<file path="src/rtl/mixcolumn_engine.sv">
// AES MixColumns / InvMixColumns engine for a 128-bit state, COLS_PER_CYCLE columns per cycle.
// Valid/ready on both sides; the direction is latched with each accepted block.
module mixcolumn_engine #(
   parameter int COLS_PER_CYCLE = 1
) (
   input  logic         clk_i,
   input  logic         rst_i,
   input  logic         in_valid_i,
   output logic         in_ready_o,
   input  logic [127:0] in_data_i,
   input  logic         in_inv_i,
   output logic         out_valid_o,
   input  logic         out_ready_i,
   output logic [127:0] out_data_o,
   output logic         busy_o
);

   // state | meaning
   // IDLE  | waiting for a block, in_ready=1
   // BUSY  | transforming one column group per cycle
   // DONE  | result presented on out_data, waiting for out_ready

   localparam int NGROUPS = 4 / COLS_PER_CYCLE;

   localparam logic [1:0] ST_IDLE = 2'd0;
   localparam logic [1:0] ST_BUSY = 2'd1;
   localparam logic [1:0] ST_DONE = 2'd2;

   if (!(COLS_PER_CYCLE == 1 || COLS_PER_CYCLE == 2 || COLS_PER_CYCLE == 4)) begin : g_bad_cols
      $error("mixcolumn_engine: COLS_PER_CYCLE must be 1, 2 or 4");
   end

   function automatic logic [7:0] xtime(input logic [7:0] b);
      return {b[6:0], 1'b0} ^ (b[7] ? 8'h1b : 8'h00);
   endfunction

   // Products are built from the x2/x4/x8 chain so both directions share one set of doublings.
   function automatic logic [31:0] mix_col(input logic [31:0] col, input logic inv);
      logic [7:0]  s  [4];
      logic [7:0]  x2 [4];
      logic [7:0]  x4 [4];
      logic [7:0]  x8 [4];
      logic [7:0]  m0 [4];
      logic [7:0]  m1 [4];
      logic [7:0]  m2 [4];
      logic [7:0]  m3 [4];
      logic [31:0] r;
      r = '0;
      for (int k = 0; k < 4; k++) begin
         s[k]  = col[31-8*k -: 8];
         x2[k] = xtime(s[k]);
         x4[k] = xtime(x2[k]);
         x8[k] = xtime(x4[k]);
         if (inv) begin
            m0[k] = x8[k] ^ x4[k] ^ x2[k];
            m1[k] = x8[k] ^ x2[k] ^ s[k];
            m2[k] = x8[k] ^ x4[k] ^ s[k];
            m3[k] = x8[k] ^ s[k];
         end else begin
            m0[k] = x2[k];
            m1[k] = x2[k] ^ s[k];
            m2[k] = s[k];
            m3[k] = s[k];
         end
      end
      for (int row = 0; row < 4; row++) begin
         r[31-8*row -: 8] = m0[row] ^ m1[(row+1)%4] ^ m2[(row+2)%4] ^ m3[(row+3)%4];
      end
      return r;
   endfunction

   logic [1:0]   state_q, state_d;
   logic [127:0] src_q, src_d;
   logic [127:0] acc_q, acc_d;
   logic [127:0] out_q, out_d;
   logic [1:0]   cnt_q, cnt_d;
   logic         mode_q, mode_d;
   logic         accept;
   logic         last_grp;
   int           col_idx;

   assign last_grp = (cnt_q == 2'(NGROUPS - 1));

   always_comb begin
      state_d = state_q;
      src_d   = src_q;
      acc_d   = acc_q;
      out_d   = out_q;
      cnt_d   = cnt_q;
      mode_d  = mode_q;
      accept  = 1'b0;
      col_idx = 0;
      case (state_q)
         ST_IDLE: begin
            accept = in_valid_i;
         end
         ST_BUSY: begin
            for (int j = 0; j < COLS_PER_CYCLE; j++) begin
               col_idx = int'(cnt_q) * COLS_PER_CYCLE + j;
               acc_d[127-32*col_idx -: 32] = mix_col(src_q[127-32*col_idx -: 32], mode_q);
            end
            cnt_d = cnt_q + 2'd1;
            if (last_grp) begin
               out_d   = acc_d;
               state_d = ST_DONE;
            end
         end
         ST_DONE: begin
            if (out_ready_i) begin
               state_d = ST_IDLE;
               accept  = in_valid_i;
            end
         end
         default: state_d = ST_IDLE;
      endcase
      // Pop and push in the same DONE cycle lands here too, keeping one cycle per block.
      if (accept) begin
         src_d   = in_data_i;
         mode_d  = in_inv_i;
         cnt_d   = '0;
         state_d = ST_BUSY;
      end
   end

   always_ff @(posedge clk_i) begin
      if (rst_i) begin
         state_q <= ST_IDLE;
         src_q   <= '0;
         acc_q   <= '0;
         out_q   <= '0;
         cnt_q   <= '0;
         mode_q  <= 1'b0;
      end else begin
         state_q <= state_d;
         src_q   <= src_d;
         acc_q   <= acc_d;
         out_q   <= out_d;
         cnt_q   <= cnt_d;
         mode_q  <= mode_d;
      end
   end

   assign in_ready_o  = (state_q == ST_IDLE) || ((state_q == ST_DONE) && out_ready_i);
   assign out_valid_o = (state_q == ST_DONE);
   assign busy_o      = (state_q == ST_BUSY);
   assign out_data_o  = out_q;

endmodule

</file>
<file path="config.mk">
export PLATFORM = sky130hd
export DESIGN_NAME = mixcolumn_engine
export DESIGN_NICKNAME = d
export VERILOG_FILES = /design/src/rtl/mixcolumn_engine.sv
export SDC_FILE = /design/constraint.sdc
export NUM_CORES = 1
export LEC_CHECK = 0
export BUFFER_PORTS_ARGS = -buffer_cell sky130_fd_sc_hd__clkbuf_2
export CAP_MARGIN = 30
export CORE_MARGIN = 2
export CORE_UTILIZATION = 56
export DETAILED_ROUTE_END_ITERATION = 7
export PLACE_DENSITY = 0.79
export SLEW_MARGIN = 20
export SYNTH_ARGS = -nofsm -noshare
export SYNTH_HDL_FRONTEND = slang
export SYNTH_SLANG_ARGS = --single-unit
</file>
<file path="constraint.sdc">
create_clock -name clk_i -period 4.4 [get_ports clk_i]
set_clock_uncertainty 0.05 [all_clocks]
set_input_delay 0.88 -clock clk_i [delete_from_list [all_inputs] [get_ports clk_i]]
set_output_delay 0.88 -clock clk_i [all_outputs]
set_load 0.01 [all_outputs]
</file>
=== Word-level counts from Yosys, hierarchy flattened ===
Cells that the tools add are included.

* $add $sub $neg: 3
* Equality and inequality tests: 8
* Shift-type cells: 3
* Muxes and demuxes: 51
* Bitwise logic cells: 53
* Reduce and logical (&&, ||, !) cells: 7

{| class="wikitable"
|+ Operator list
! cell !! count
|-
| 8-bit XOR || 40
|-
| 8-bit 2-to-1 mux || 32
|-
| 32-bit by 33-bit variable shift with 159-bit output, first input constant || 1
|-
| 159-bit by 8-bit indexed part select with 32-bit output || 1
|-
| 32-bit by 33-bit indexed part select with 159-bit output || 1
|-
| 128-bit bitwise mux || 1
|-
| 8-bit by 5-bit XOR with 8-bit output || 12
|-
| 5-bit 2-to-1 mux || 12
|-
| 8-bit negator with 33-bit output || 1
|-
| 7-bit by 7-bit subtractor with 8-bit output, first input constant || 1
|-
| 3-bit by 1-bit != test with 1-bit output, second input constant || 2
|-
| 2-bit case mux with 3 select lines || 1
|-
| 3-bit AND reduction || 2
|-
| 2-bit == test, second input constant || 2
|-
| 2-bit 2-to-1 mux || 2
|-
| 2-bit by 1-bit != test with 1-bit output, second input constant || 2
|-
| 2-bit by 1-bit adder with 2-bit output, second input constant || 1
|-
| 2-bit by 1-bit == test with 1-bit output, second input constant || 1
|-
| 2-bit logical NOT || 1
|-
| 1-bit 2-to-1 mux || 2
|-
| 2-bit != test, second input constant || 1
|-
| 1-bit case mux with 2 select lines || 1
|-
| 2-bit AND reduction || 1
|-
| 2-bit OR reduction || 1
|-
| other kinds (3) || 3
|}

* Flip-flop bits (word level): 389
* Bits of input ports: 133
* Logic and storage cells: 132

=== Logic depth before layout (Yosys ltp) ===
* Word-level depth: 17
* Gate-level depth with buffers: 12

=== Least setup slack after synthesis ===
Ideal clock, no wire load.

* Path type: register to register
* From: register cnt_q[0]
* To: register acc_q[43]
* Setup time: 60 ps
* Data arrival time: 3131 ps
* Data required time: 4290 ps
* Slack: 1159 ps
* Stages on the path, launching flop included: 11
* Period minus slack after synthesis: 3241 ps
* Path through: dfxtp_1 > buf_6 > buf_8 > buf_6 > mux4_2 > xor2_2 > xnor3_2 > xnor2_2 > mux2i_4 > xor2_2 > a22o_1

* Longest elaborated chain between the ends: 15
* Elaborated cells between the ends (all ways): 102

{| class="wikitable"
|+ RTL lines
! what !! RTL line !! RTL
|-
| start: declaration || 76 || <nowiki>logic [1:0] cnt_q, cnt_d;</nowiki>
|-
| start signal: assignment || 138 || <nowiki>cnt_q <= cnt_d;</nowiki>
|-
| 7-bit by 7-bit subtractor with 8-bit output (*) || 100 || <nowiki>acc_d[127-32*col_idx -: 32] = mix_col(src_q[127-32*col_idx -: 32], mode_q);</nowiki>
|-
| 159-bit by 8-bit indexed part select with 32-bit output || 100 ||
|-
| 8-bit by 5-bit XOR with 8-bit output / 5-bit 2-to-1 mux (equally long branches) (2 in series) || 34 || <nowiki>return {b[6:0], 1'b0} ^ (b[7] ? 8'h1b : 8'h00);</nowiki>
|-
| 5-bit 2-to-1 mux / 8-bit by 5-bit XOR with 8-bit output (equally long branches) || 34 ||
|-
| 8-bit by 5-bit XOR with 8-bit output || 34 ||
|-
| 8-bit XOR, on equally long branches || 55, 57, 56 ||
|-
| 8-bit XOR, on equally long branches || 55, 56 ||
|-
| 8-bit 2-to-1 mux || 54 || <nowiki>if (inv) begin</nowiki>
|-
| 8-bit 2-to-1 mux || 93 || <nowiki>case (state_q)</nowiki>
|-
| 8-bit XOR (3 in series) || 67 || <nowiki>r[31-8*row -: 8] = m0[row] ^ m1[(row+1)%4] ^ m2[(row+2)%4] ^ m3[(row+3)%4];</nowiki>
|-
| 32-bit by 33-bit indexed part select with 159-bit output || 100 ||
|-
| 128-bit bitwise mux (*) || 100 ||
|-
| end signal: assignment || 129 || <nowiki>acc_q <= '0;</nowiki>
|-
| end signal: assignment || 136 || <nowiki>acc_q <= acc_d;</nowiki>
|-
| end: declaration || 74 || <nowiki>logic [127:0] acc_q, acc_d;</nowiki>
|}

Mark *: on every way between the ends. The rest lies on a longest branch, timed or not. The select of a mux whose other input is x is not followed.
A chain may end at the register's enable or synchronous reset.

=== Final worst setup path ===
* From: register cnt_q[0]
* To: register out_q[24] (netlist: out_data_o[24])

* Longest elaborated chain between the ends: 15
* Elaborated cells between the ends (all ways): 104

{| class="wikitable"
|+ RTL lines
! what !! RTL line !! RTL
|-
| 7-bit by 7-bit subtractor with 8-bit output || 100 ||
|-
| 159-bit by 8-bit indexed part select with 32-bit output || 100 ||
|-
| 8-bit by 5-bit XOR with 8-bit output / 5-bit 2-to-1 mux (equally long branches) (2 in series) || 34 ||
|-
| 5-bit 2-to-1 mux / 8-bit by 5-bit XOR with 8-bit output (equally long branches) || 34 ||
|-
| 8-bit by 5-bit XOR with 8-bit output || 34 ||
|-
| 8-bit XOR, on equally long branches || 55, 57, 56 ||
|-
| 8-bit XOR, on equally long branches || 55, 56 ||
|-
| 8-bit 2-to-1 mux || 54 ||
|-
| 8-bit 2-to-1 mux || 93 ||
|-
| 8-bit XOR (3 in series) || 67 ||
|-
| 32-bit by 33-bit indexed part select with 159-bit output || 100 ||
|-
| 128-bit bitwise mux || 100 ||
|-
| end signal: assignment || 137 || <nowiki>out_q <= out_d;</nowiki>
|-
| end: declaration || 75 || <nowiki>logic [127:0] out_q, out_d;</nowiki>
|}

Parallel ways exist; a longest one is shown, timed or not. The select of a mux whose other input is x is not followed.

==> reports/qor.csv <==
stage,metric,value,unit
pwr,power_density,451.9,nW/µm²
global_routing,grt.total_usage,29.51,%
critical_path,cp.required,4720,ps
cts,numCtsBuffers,37,
place,place_area,17440,µm²
synthesis,yosys.area.top_type,dfxtp_1,
synthesis,syn_nets,1909,
critical_path,path_class,reg2reg,
detailed_routing,wl_per_cell,18.80,µm
pwr,power,8.393,mW
cts,hold_buffers,0,
cts,clkSlewWorstSetupHoldPaths,60,ps
global_routing,grt_pass1_wl,68790,µm
cts,clock-sinks,357,
global_routing,gr-usage-met3,5.104,%
cells_and_area,drive_gt1_share,21.89,%
critical_path,path_max_fanout,20,
sta,worstMarginPinSlew,993.0,ps
die,die-width,172.3,µm
synthesis,synth-seq-cells,357,
synthesis,syn_area_per_cell,8.953,µm²
sta,post-route-period-util,93.73,%
sta,hold_viol_final,0,
die,start_util,56.95,%
synthesis,yosysUniqueCellTypes,53,
synthesis,yosysMostFrequentCell,nand2_1,
sta,rsz0062_at_grt,false,
sta,max_slew_margin,33.29,%
run_status,status,completed,
sta,final.setup.tns,0,ps
cts,clk_path_buf_depth,3,
global_routing,grt_use_met2,47.32,%
global_routing,antenna_found_initial,1,
detailed_routing,drc,0,
detailed_routing,vias_per_cell,5.837,
die,pin_count,264,
synthesis,synth.top_cell.area_share,45.05,%
critical_path,crit_arrival,4440,ps
global_routing,use_met1,40.56,%
sta,setup_viol_count_final,0,
die,fp.dieH,172.3,µm
detailed_routing,dr_total_vias,13830,
critical_path,r2r_slack,280,ps
place,gp_congestion,0.9445,
synthesis,ys_seq_area_share,45.05,%
cells_and_area,antennaDiodeCount,0,
detailed_routing,dr.pass1.iters,5,
synthesis,yosys-top-cells-count,"nand2_1 (373), dfxtp_1 (357), a21oi_1 (216)",
critical_path,start_kind,register,
cells_and_area,finalCoreUtilization,66.67,%
cts,cts_repair_resize_count,0,
cts,cts_root_buf,clkbuf_16,
sta,slew_viol_final,0,
synthesis,synth-main-ff-cell,dfxtp_1,
critical_path,end_kind,register,
detailed_routing,first_iter_violations,1363,
cts,clock_latency,520,ps
die,dieArea,29690,µm²
global_routing,grt-ovfl-total,0,
global_routing,top_usage_layer,met2,
synthesis,netlist_instances,1772,
critical_path,cp_slowest_stage_delay,840,ps
sta,fmaxAchievable,242.5,MHz
critical_path,worstPathCellList,buf_12 -> mux4_2 -> xor2_2 -> xor3_2 -> nand2b_1 -> xnor2_1 -> o21ai_0,
critical_path,crit_slowest_cell,xnor2_1,
cts,cts_tree,done,
die,core_area,27860,µm²
die,core.rowCount,61,
flow_run,drv_cap,0,
place,place_hpwl,31340,µm
synthesis,synth_area,15860,µm²
synthesis,async_flop_share,0,%
synthesis,synth_edf_count,0,
synthesis,yosys_warnings,0,
cells_and_area,final_nets,2105,
place,io_buffers,263,
detailed_routing,drtAntennaViolNets,0,
detailed_routing,routed_wl,44570,µm
global_routing,grt_pass1_vias,12760,
cells_and_area,area_delta_synth_final,17.07,%
sta,finalCriticalPeriod,4124,ps
cts,htreeDepth,2,
cells_and_area,final_cell_area,18570,µm²
pwr,p_leak,7.504,nW
pwr,ir_worst_vdd,0.2619,mV
global_routing,grt_max_degree,150,
hold_path,hold_class,reg2reg,
cts,cts_setup_buffers,0,
synthesis,synth_area_leaders,"dfxtp_1 (45%), nand2_1 (8.8%), a21oi_1 (6.8%), xnor2_1 (5.0%), mux4_2 (4.5%)",
-- power breakdown --
group          internal (mW)  switching [mW]
Sequential              3.36          0.0727
Clock                   1.66            1.26
Combinational          0.795            1.25
Total                   5.81            2.58
-- critical path: cells and delay by family (launching register included) --
kind | cells | cell delay (ps)
AND/OR/NAND/NOR | 1 | 270
XOR/XNOR | 3 | 1830
buffers and inverters | 1 | 260
AO/OA/AOI/OAI | 1 | 220
multiplexers | 1 | 580
flip-flops | 1 | 750
-- metal layers --
metal | routed length [µm] | vias to the layer above
li1 | - | 6540
met1 | 18580 | 6527
met2 | 20710 | 659
met3 | 3906 | 106
met4 | 1353 | 2
met5 | 16 | -
-- state kept, by name (all words and copies together), names as in the netlist --
signal and cells:
src_q 128, acc_q 96, state_q 2, cnt_q 2
out_data_o 128, mode_q 1
-- worst paths after layout --
path / startpoint / to / depth (start not counted)
max reg2reg: cnt_q[0] / out_data_o[24] / 7
max: cnt_q[0] / out_data_o[24] / 7
min reg2reg: acc_q[118] / acc_q[118] / 2
min: acc_q[118] / acc_q[118] / 2
-- area by class of cell --
cell class | instances | area, µm²
Sequential cell | 357 | 7149
Multi-Input combinational cell | 1265 | 8142
Clock buffer | 51 | 1039
Timing Repair Buffer | 298 | 1644
Clock inverter | 12 | 91.34
Tap cell | 378 | 473.0
Inverter | 9 | 33.78
Fill cell | 2263 | 9286
-- stage by stage --
stage	std cells	setup slack (ps)	hold slack [ps]
after global routing	2370	67.70	407.4
after global placement	2304	467.2	375.0
after floorplan	1772	1159	366.8
after detailed placement	2307	328.7	383.8
final	2370	276.0	391.8
after CTS	2370	293.0	395.1
-- kinds of logic after synthesis --
logic type,count (synthesis),synth area share [%]
simple gates,579,15.19
mux,35,4.811
compound gates,481,17.86
buf+inv,150,3.959
fa+ha+maj,4,0.3155
flops,357,45.05
xor+xnor,166,12.82
-- layout by cell type, fill, tap and decap left out, drive strengths merged, types with 5 or more instances in the layout --
cell	Yosys	final
nand2	373	373
dfxtp	357	357
clkbuf	124	314
a21oi	220	220
xnor2	110	110
o21ai	109	109
nor2	103	103
and3	51	51
o22ai	36	36
buf	17	35
a211oi	33	33
mux4	32	32
nor3	32	32
xor2	29	29
xnor3	22	22
a311oi	18	18
a221oi	18	18
a22oi	15	15
a22o	11	11
inv	9	10
clkinv	0	9
a32oi	7	7
o2bb2ai	6	6
and2	6	6
xor3	5	5
(Power assumes the default switching activity.)
